## src/rtl/seq_pkg.sv

```systemverilog
// Shared types and constants for the control sequencer.
// The step-wait state is only reachable when SEQ_SINGLE_STEP_EN is defined.
package seq_pkg;

    typedef enum logic [2:0] {
        S_IDLE      = 3'd0,
        S_FETCH     = 3'd1,
        S_EXEC      = 3'd2,
        S_HALTED    = 3'd3,
        S_STEP_WAIT = 3'd4
    } state_t;

    localparam int IR_W     = 9;
    localparam int IR_CLASS = 8;   // 0 = ALU op, 1 = control op
    localparam int IR_OP_HI = 7;
    localparam int IR_OP_LO = 5;
    localparam int IR_TG_HI = 4;   // jump target field
    localparam int IR_TG_LO = 0;
    localparam int IR_RA_HI = 3;   // register select field
    localparam int IR_RA_LO = 0;

    localparam logic [2:0] OP_ST   = 3'b000;
    localparam logic [2:0] OP_JMP  = 3'b001;
    localparam logic [2:0] OP_JC   = 3'b010;
    localparam logic [2:0] OP_JNC  = 3'b011;
    localparam logic [2:0] OP_HALT = 3'b100;

endpackage

```

## src/rtl/seq_pc.sv

```systemverilog
// Program counter: load has priority over increment; increment wraps at 2^PC_W.
module seq_pc #(
    parameter int PC_W = 5
) (
    input  logic            clk,
    input  logic            nReset,
    input  logic            inc,
    input  logic            load,
    input  logic [PC_W-1:0] load_val,
    output logic [PC_W-1:0] pc
);

    // PC register with load/increment
    always_ff @(posedge clk or negedge nReset) begin
        if (!nReset) begin
            pc <= '0;
        end else if (load) begin
            pc <= load_val;
        end else if (inc) begin
            pc <= pc + PC_W'(1);
        end
    end

endmodule

```

## src/rtl/ctrl_sequencer.sv

```systemverilog
// Two-cycle fetch/execute sequencer for a small accumulator datapath.
// Optional single-step mode is enabled by defining SEQ_SINGLE_STEP_EN.
//
// state       | meaning
// ------------+-------------------------------------------------------
// S_IDLE      | after reset, waiting for start
// S_FETCH     | IR captured from instr at the end of this cycle
// S_EXEC      | IR decoded, enables driven for this one cycle, PC updated
// S_HALTED    | HALT executed, PC held, waiting for start to resume
// S_STEP_WAIT | single-step only: instruction done, waiting for step_req
module ctrl_sequencer
    import seq_pkg::*;
#(
    parameter int PC_W = 5,
    parameter int RA_W = 4
) (
    input  logic            clk,
    input  logic            nReset,
    input  logic            start,
    input  logic [8:0]      instr,
    input  logic            cy,
`ifdef SEQ_SINGLE_STEP_EN
    input  logic            step_mode,
    input  logic            step_req,
    output logic            step_ack,
`endif
    output logic [PC_W-1:0] pc_addr,
    output logic [RA_W-1:0] reg_addr,
    output logic [2:0]      alu_code,
    output logic            reg_ce,
    output logic            cy_ce,
    output logic            a_ce,
    output logic            busy,
    output logic            halted
);

    state_t          state_q, state_d;
    logic [IR_W-1:0] ir_q;
    logic            pc_inc, pc_load;
    logic [2:0]      op;
    logic [PC_W-1:0] target;
    state_t          exec_next;

    assign op     = ir_q[IR_OP_HI:IR_OP_LO];
    assign target = PC_W'(ir_q[IR_TG_HI:IR_TG_LO]);

    seq_pc #(.PC_W(PC_W)) u_pc (
        .clk      (clk),
        .nReset   (nReset),
        .inc      (pc_inc),
        .load     (pc_load),
        .load_val (target),
        .pc       (pc_addr)
    );

    // State register
    always_ff @(posedge clk or negedge nReset) begin
        if (!nReset) begin
            state_q <= S_IDLE;
        end else begin
            state_q <= state_d;
        end
    end

    // Instruction register, loaded only in FETCH
    always_ff @(posedge clk or negedge nReset) begin
        if (!nReset) begin
            ir_q <= '0;
        end else if (state_q == S_FETCH) begin
            ir_q <= instr;
        end
    end

`ifdef SEQ_SINGLE_STEP_EN
    assign exec_next = step_mode ? S_STEP_WAIT : S_FETCH;
    assign step_ack  = (state_q == S_EXEC) && step_mode;
`else
    assign exec_next = S_FETCH;
`endif

    // Next-state and decode; enables are only ever asserted in EXEC
    always_comb begin
        state_d  = state_q;
        pc_inc   = 1'b0;
        pc_load  = 1'b0;
        reg_ce   = 1'b0;
        cy_ce    = 1'b0;
        a_ce     = 1'b0;
        alu_code = '0;
        reg_addr = '0;
        busy     = (state_q == S_FETCH) || (state_q == S_EXEC);
        halted   = (state_q == S_HALTED);
        case (state_q)
            S_IDLE, S_HALTED: begin
                if (start) state_d = S_FETCH;
            end
            S_FETCH: begin
                state_d = S_EXEC;
            end
            S_EXEC: begin
                state_d = exec_next;
                if (!ir_q[IR_CLASS]) begin
                    alu_code = op;
                    reg_addr = RA_W'(ir_q[IR_RA_HI:IR_RA_LO]);
                    a_ce     = 1'b1;
                    cy_ce    = 1'b1;
                    pc_inc   = 1'b1;
                end else begin
                    case (op)
                        OP_ST: begin
                            reg_addr = RA_W'(ir_q[IR_RA_HI:IR_RA_LO]);
                            reg_ce   = 1'b1;
                            pc_inc   = 1'b1;
                        end
                        OP_JMP:  pc_load = 1'b1;
                        OP_JC: begin
                            pc_load = cy;
                            pc_inc  = !cy;
                        end
                        OP_JNC: begin
                            pc_load = !cy;
                            pc_inc  = cy;
                        end
                        OP_HALT: begin
                            pc_inc  = 1'b1;
                            state_d = S_HALTED;
                        end
                        default: pc_inc = 1'b1;
                    endcase
                end
            end
`ifdef SEQ_SINGLE_STEP_EN
            S_STEP_WAIT: begin
                if (!step_mode || step_req) state_d = S_FETCH;
            end
`endif
            default: state_d = S_IDLE;
        endcase
    end

endmodule

```

## config.mk

```make
export PLATFORM = sky130hd
export DESIGN_NAME = ctrl_sequencer
export DESIGN_NICKNAME = d
export VERILOG_FILES = /design/src/rtl/seq_pkg.sv /design/src/rtl/seq_pc.sv /design/src/rtl/ctrl_sequencer.sv
export SDC_FILE = /design/constraint.sdc
export NUM_CORES = 1
export LEC_CHECK = 0
export ABC_AREA = 0
export CORE_MARGIN = 2
export CORE_UTILIZATION = 48
export CTS_CLUSTER_SIZE = 30
export DETAILED_ROUTE_END_ITERATION = 7
export GPL_TIMING_DRIVEN = 0
export PLACE_DENSITY = 0.83
export SLEW_MARGIN = 20
export SYNTH_ARGS = -nofsm -noshare
export SYNTH_HDL_FRONTEND = slang
export SYNTH_SLANG_ARGS = --single-unit
```

## constraint.sdc

```tcl
create_clock -name clk -period 2.69 [get_ports clk]
set_clock_uncertainty 0.15 [all_clocks]
set_input_delay 0.538 -clock clk [delete_from_list [all_inputs] [get_ports clk]]
set_output_delay 0.538 -clock clk [all_outputs]
set_load 0.01 [all_outputs]
```

==> metrics.md <==
| Metric | Value |
|---|---|
| Area grow syn2layout | 41.55% |
| Final setup fails | 0 |
| Worst hold path class | flip-flop to flip-flop |
| Worst r2r src | ir_q[6] |
| Core footprint | 1745 µm² |
| Cell variety after synth | 30 |
| Final nets | 142 |
| Drt wl/cell | 12.82 µm |
| DP HPWL | around 1.4 mm |
| Synth top area cells | dfrtp_1 (44%), ha_1 (6.9%), mux2_2 (5.0%) |
| Clock-pin slew on the worst setup and hold paths | 90 ps |
| Hold Vio Cnt, Final | 0 |
| Initial core utilization | 0.5176 |
| Worst Reg-to-Reg Cells | 4 |
| Ant diodes | 0 |
| Comb power frac | 0.529 |
| Peak VDD IR | 0.0006018 V |
| H-tree Lvls | 1 |
| Drt first pass iters | 4 |
| Critical Path RT | 2000 ps |
| Pwr Density | 1046 nW/µm² |
| Dpl cells | 144 |
| Main flop type after synthesis | dfrtp_1 |
| Die Ht | 47.38 µm |
| GRT Total Usage | 0.1848 |
| Share of the synthesized area in the top cell type | 0.4432 |
| Clock power share | 0.092 |
| WL final | 1.884 mm |
| Post-route minimum period | roughly 2600 ps |
| Core Util, Final | 0.7326 |
| Register area share after synthesis | 0.4432 |
| Fin Setup TNS | 0 ps |
| Routability cong. | 0.7395 |
| RSZ-0062 raised after global routing | no |
| Switch Pwr | 543.1 µW |
| CP startpoint kind | flip-flop |
| Fraction of layout cells with a size suffix above 1 | 0.1557 |
| Reg-to-reg slack, setup | around 990 ps |
| Setup repair bufs after CTS | 0 |
| Fin. max-slew vios | 0 |
| CP Class | flip-flop to primary output |
| First-pass GRT wire length | about 2.9 mm |
| Cell Area, Synth | 903.4 µm² |
| Int Pwr | 793.9 µW |
| Sw Ratio | 0.4062 |
| Status | finished, final reports clean |
| Most frequent cell after synthesis | dfrtp_1 |
| DRC | 0 |
| Hold Path Depth | 1 |
| Smallest hold slack | 391.5 ps |
| IO Port Bufs | 29 |
| Via density | 4.980 |
| Largest net degree at the start of global routing | 17 |
| Avg Cell Area, Syn | between 10 and 15 µm² |
| Seq cells post-synth | 16 |
| Synth area leader | dfrtp_1 |
| CTS tree | done |
| Dpl ws | 229.5 ps |
| CTS sink count | 16 |
| Crit path from | state_q[0] |
| Routed Antenna Nets | 0 |
| Synthesized instance count | 90 |
| Hold Path End | ir_q[4] |
| Worst relative slew slack | 0.5198 |
| CTS root buffer | clkbuf_4 |
| Worst r2r dst | u_pc.pc[0] |
| Post-synth top cells | dfrtp_1 (16), nor2_1 (9), inv_1 (8) |
| F_max | 0.3915 GHz |
| Arrival @ worst endpoint | 1870 ps |
| Critical Path Fanout Max | 5 |
| Finished Layout Cells | 147 |
| Final period util | 0.9496 |
| Die ar. | roughly 2200 µm² |
| Hold Startpoint | ir_q[4] |
| Site Rows | 15 |
| Seq pwr share | 0.380 |
| Synth warn | 0 |
| I/O pins | 30 |
| Tightest Pin Transition | 718.1 ps |
| Leakage | 0.6092 nW |
| Clk buf depth | 2 |
| Synthesized net count | 108 |
| Vias in the first global route | 645 |
| Antenna violations before repair | 0 |
| Synth async-reset ratio | 1.000 |
| Post-synth EDFFs | 0 |
| Initial DRC count | 9 |
| GRT Residual Overflow | 0 |
| Hold Buf Count CTS | 0 |
| Final WS setup | 135.5 ps |
| Clk_lat worst skew | 280 ps |
| Via Count | 732 |
| Total CTS buffers | 3 |
| Die Width | 47.38 µm |
| Max-cap violations | 0 |
| Worst Setup End Kind | primary output |
==> area by class of cell <==
class                   count  area, µm²
fillers                   143      466.7
well taps                  25      31.28
clock buffers               3      22.52
plain buffers               4      26.28
repair buffers             29      296.5
flip-flops and latches     16      401.6
inverters                   8      30.03
multi-input cells          62      470.5
==> timing repair <==
action	CTS	global route
cloned	0	0
gates resized for setup	3	7
endpoints found under the setup margin	8	8
==> flip-flops by register name, indices dropped and copies added, names as in the netlist <==
signal,count
state_q,2
ir_q,9
u_pc.pc,5
==> per-layer routing <==
metal,GRT usage,part of all wire
met3,0.03462,0.029
met1,0.2428,0.46
met4,0.06667,0.010
met2,0.3027,0.50
met5,0,0
==> power groups by stage <==
stage          combinational (mW)  clock (mW)  sequential, mW
5_1_grt                     0.780       0.141           0.531
3_5_place_dp                0.684           0           0.503
3_3_place_gp                0.661           0           0.492
2_1_floorplan               0.420           0           0.482
4_1_cts                     0.690       0.124           0.498
6_report                    0.707       0.123           0.507
==> worst max-delay path: stages (launching register included) <==
cell	delay, ps
dfrtp_2	450
inv_1	110
ha_4	180
nor2b_4	170
and2_2	140
clkdlybuf4s50_1	530
==> cell families (layout without fill, tap and decap cells) <==
family                     count (synthesis)  count (layout)  synth area share
AOI/OAI and AO/OA                         20              20            0.1718
adders and majority gates                  5               5           0.06925
buffers and inverters                     12              44           0.05817
DFF                                       16              16            0.4432
muxes                                      8               8           0.09972
and+or+nand+nor                           29              29            0.1579
==> worst max-delay path by stage <==
stage	to	slack (ps)
floorplan	alu_code[0]	740
global placement	alu_code[0]	260
detailed placement	reg_addr[1]	230
CTS	reg_addr[0]	7
global route	reg_ce	9
finish	alu_code[0]	140
==> layout by cell type, fill, tap and decap left out, types with 4 or more instances in the layout <==
cell,instances
clkdlybuf4s50_1,25
nor2_1,9
inv_1,8
dfrtp_1,15
ha_1,4
nand2_1,7
o21ai_0,6
a21oi_1,4
mux2_2,4
==> metrics by stage <==
step | area (µm²) | total power [mW]
3_3_place_gp | 1225 | 1.152
6_report | 1279 | 1.337
2_1_floorplan | 903.4 | 0.9021
3_5_place_dp | 1225 | 1.187
5_1_grt | 1279 | 1.451
4_1_cts | 1251 | 1.312
Note: power is estimated with default switching activity, not from simulation.
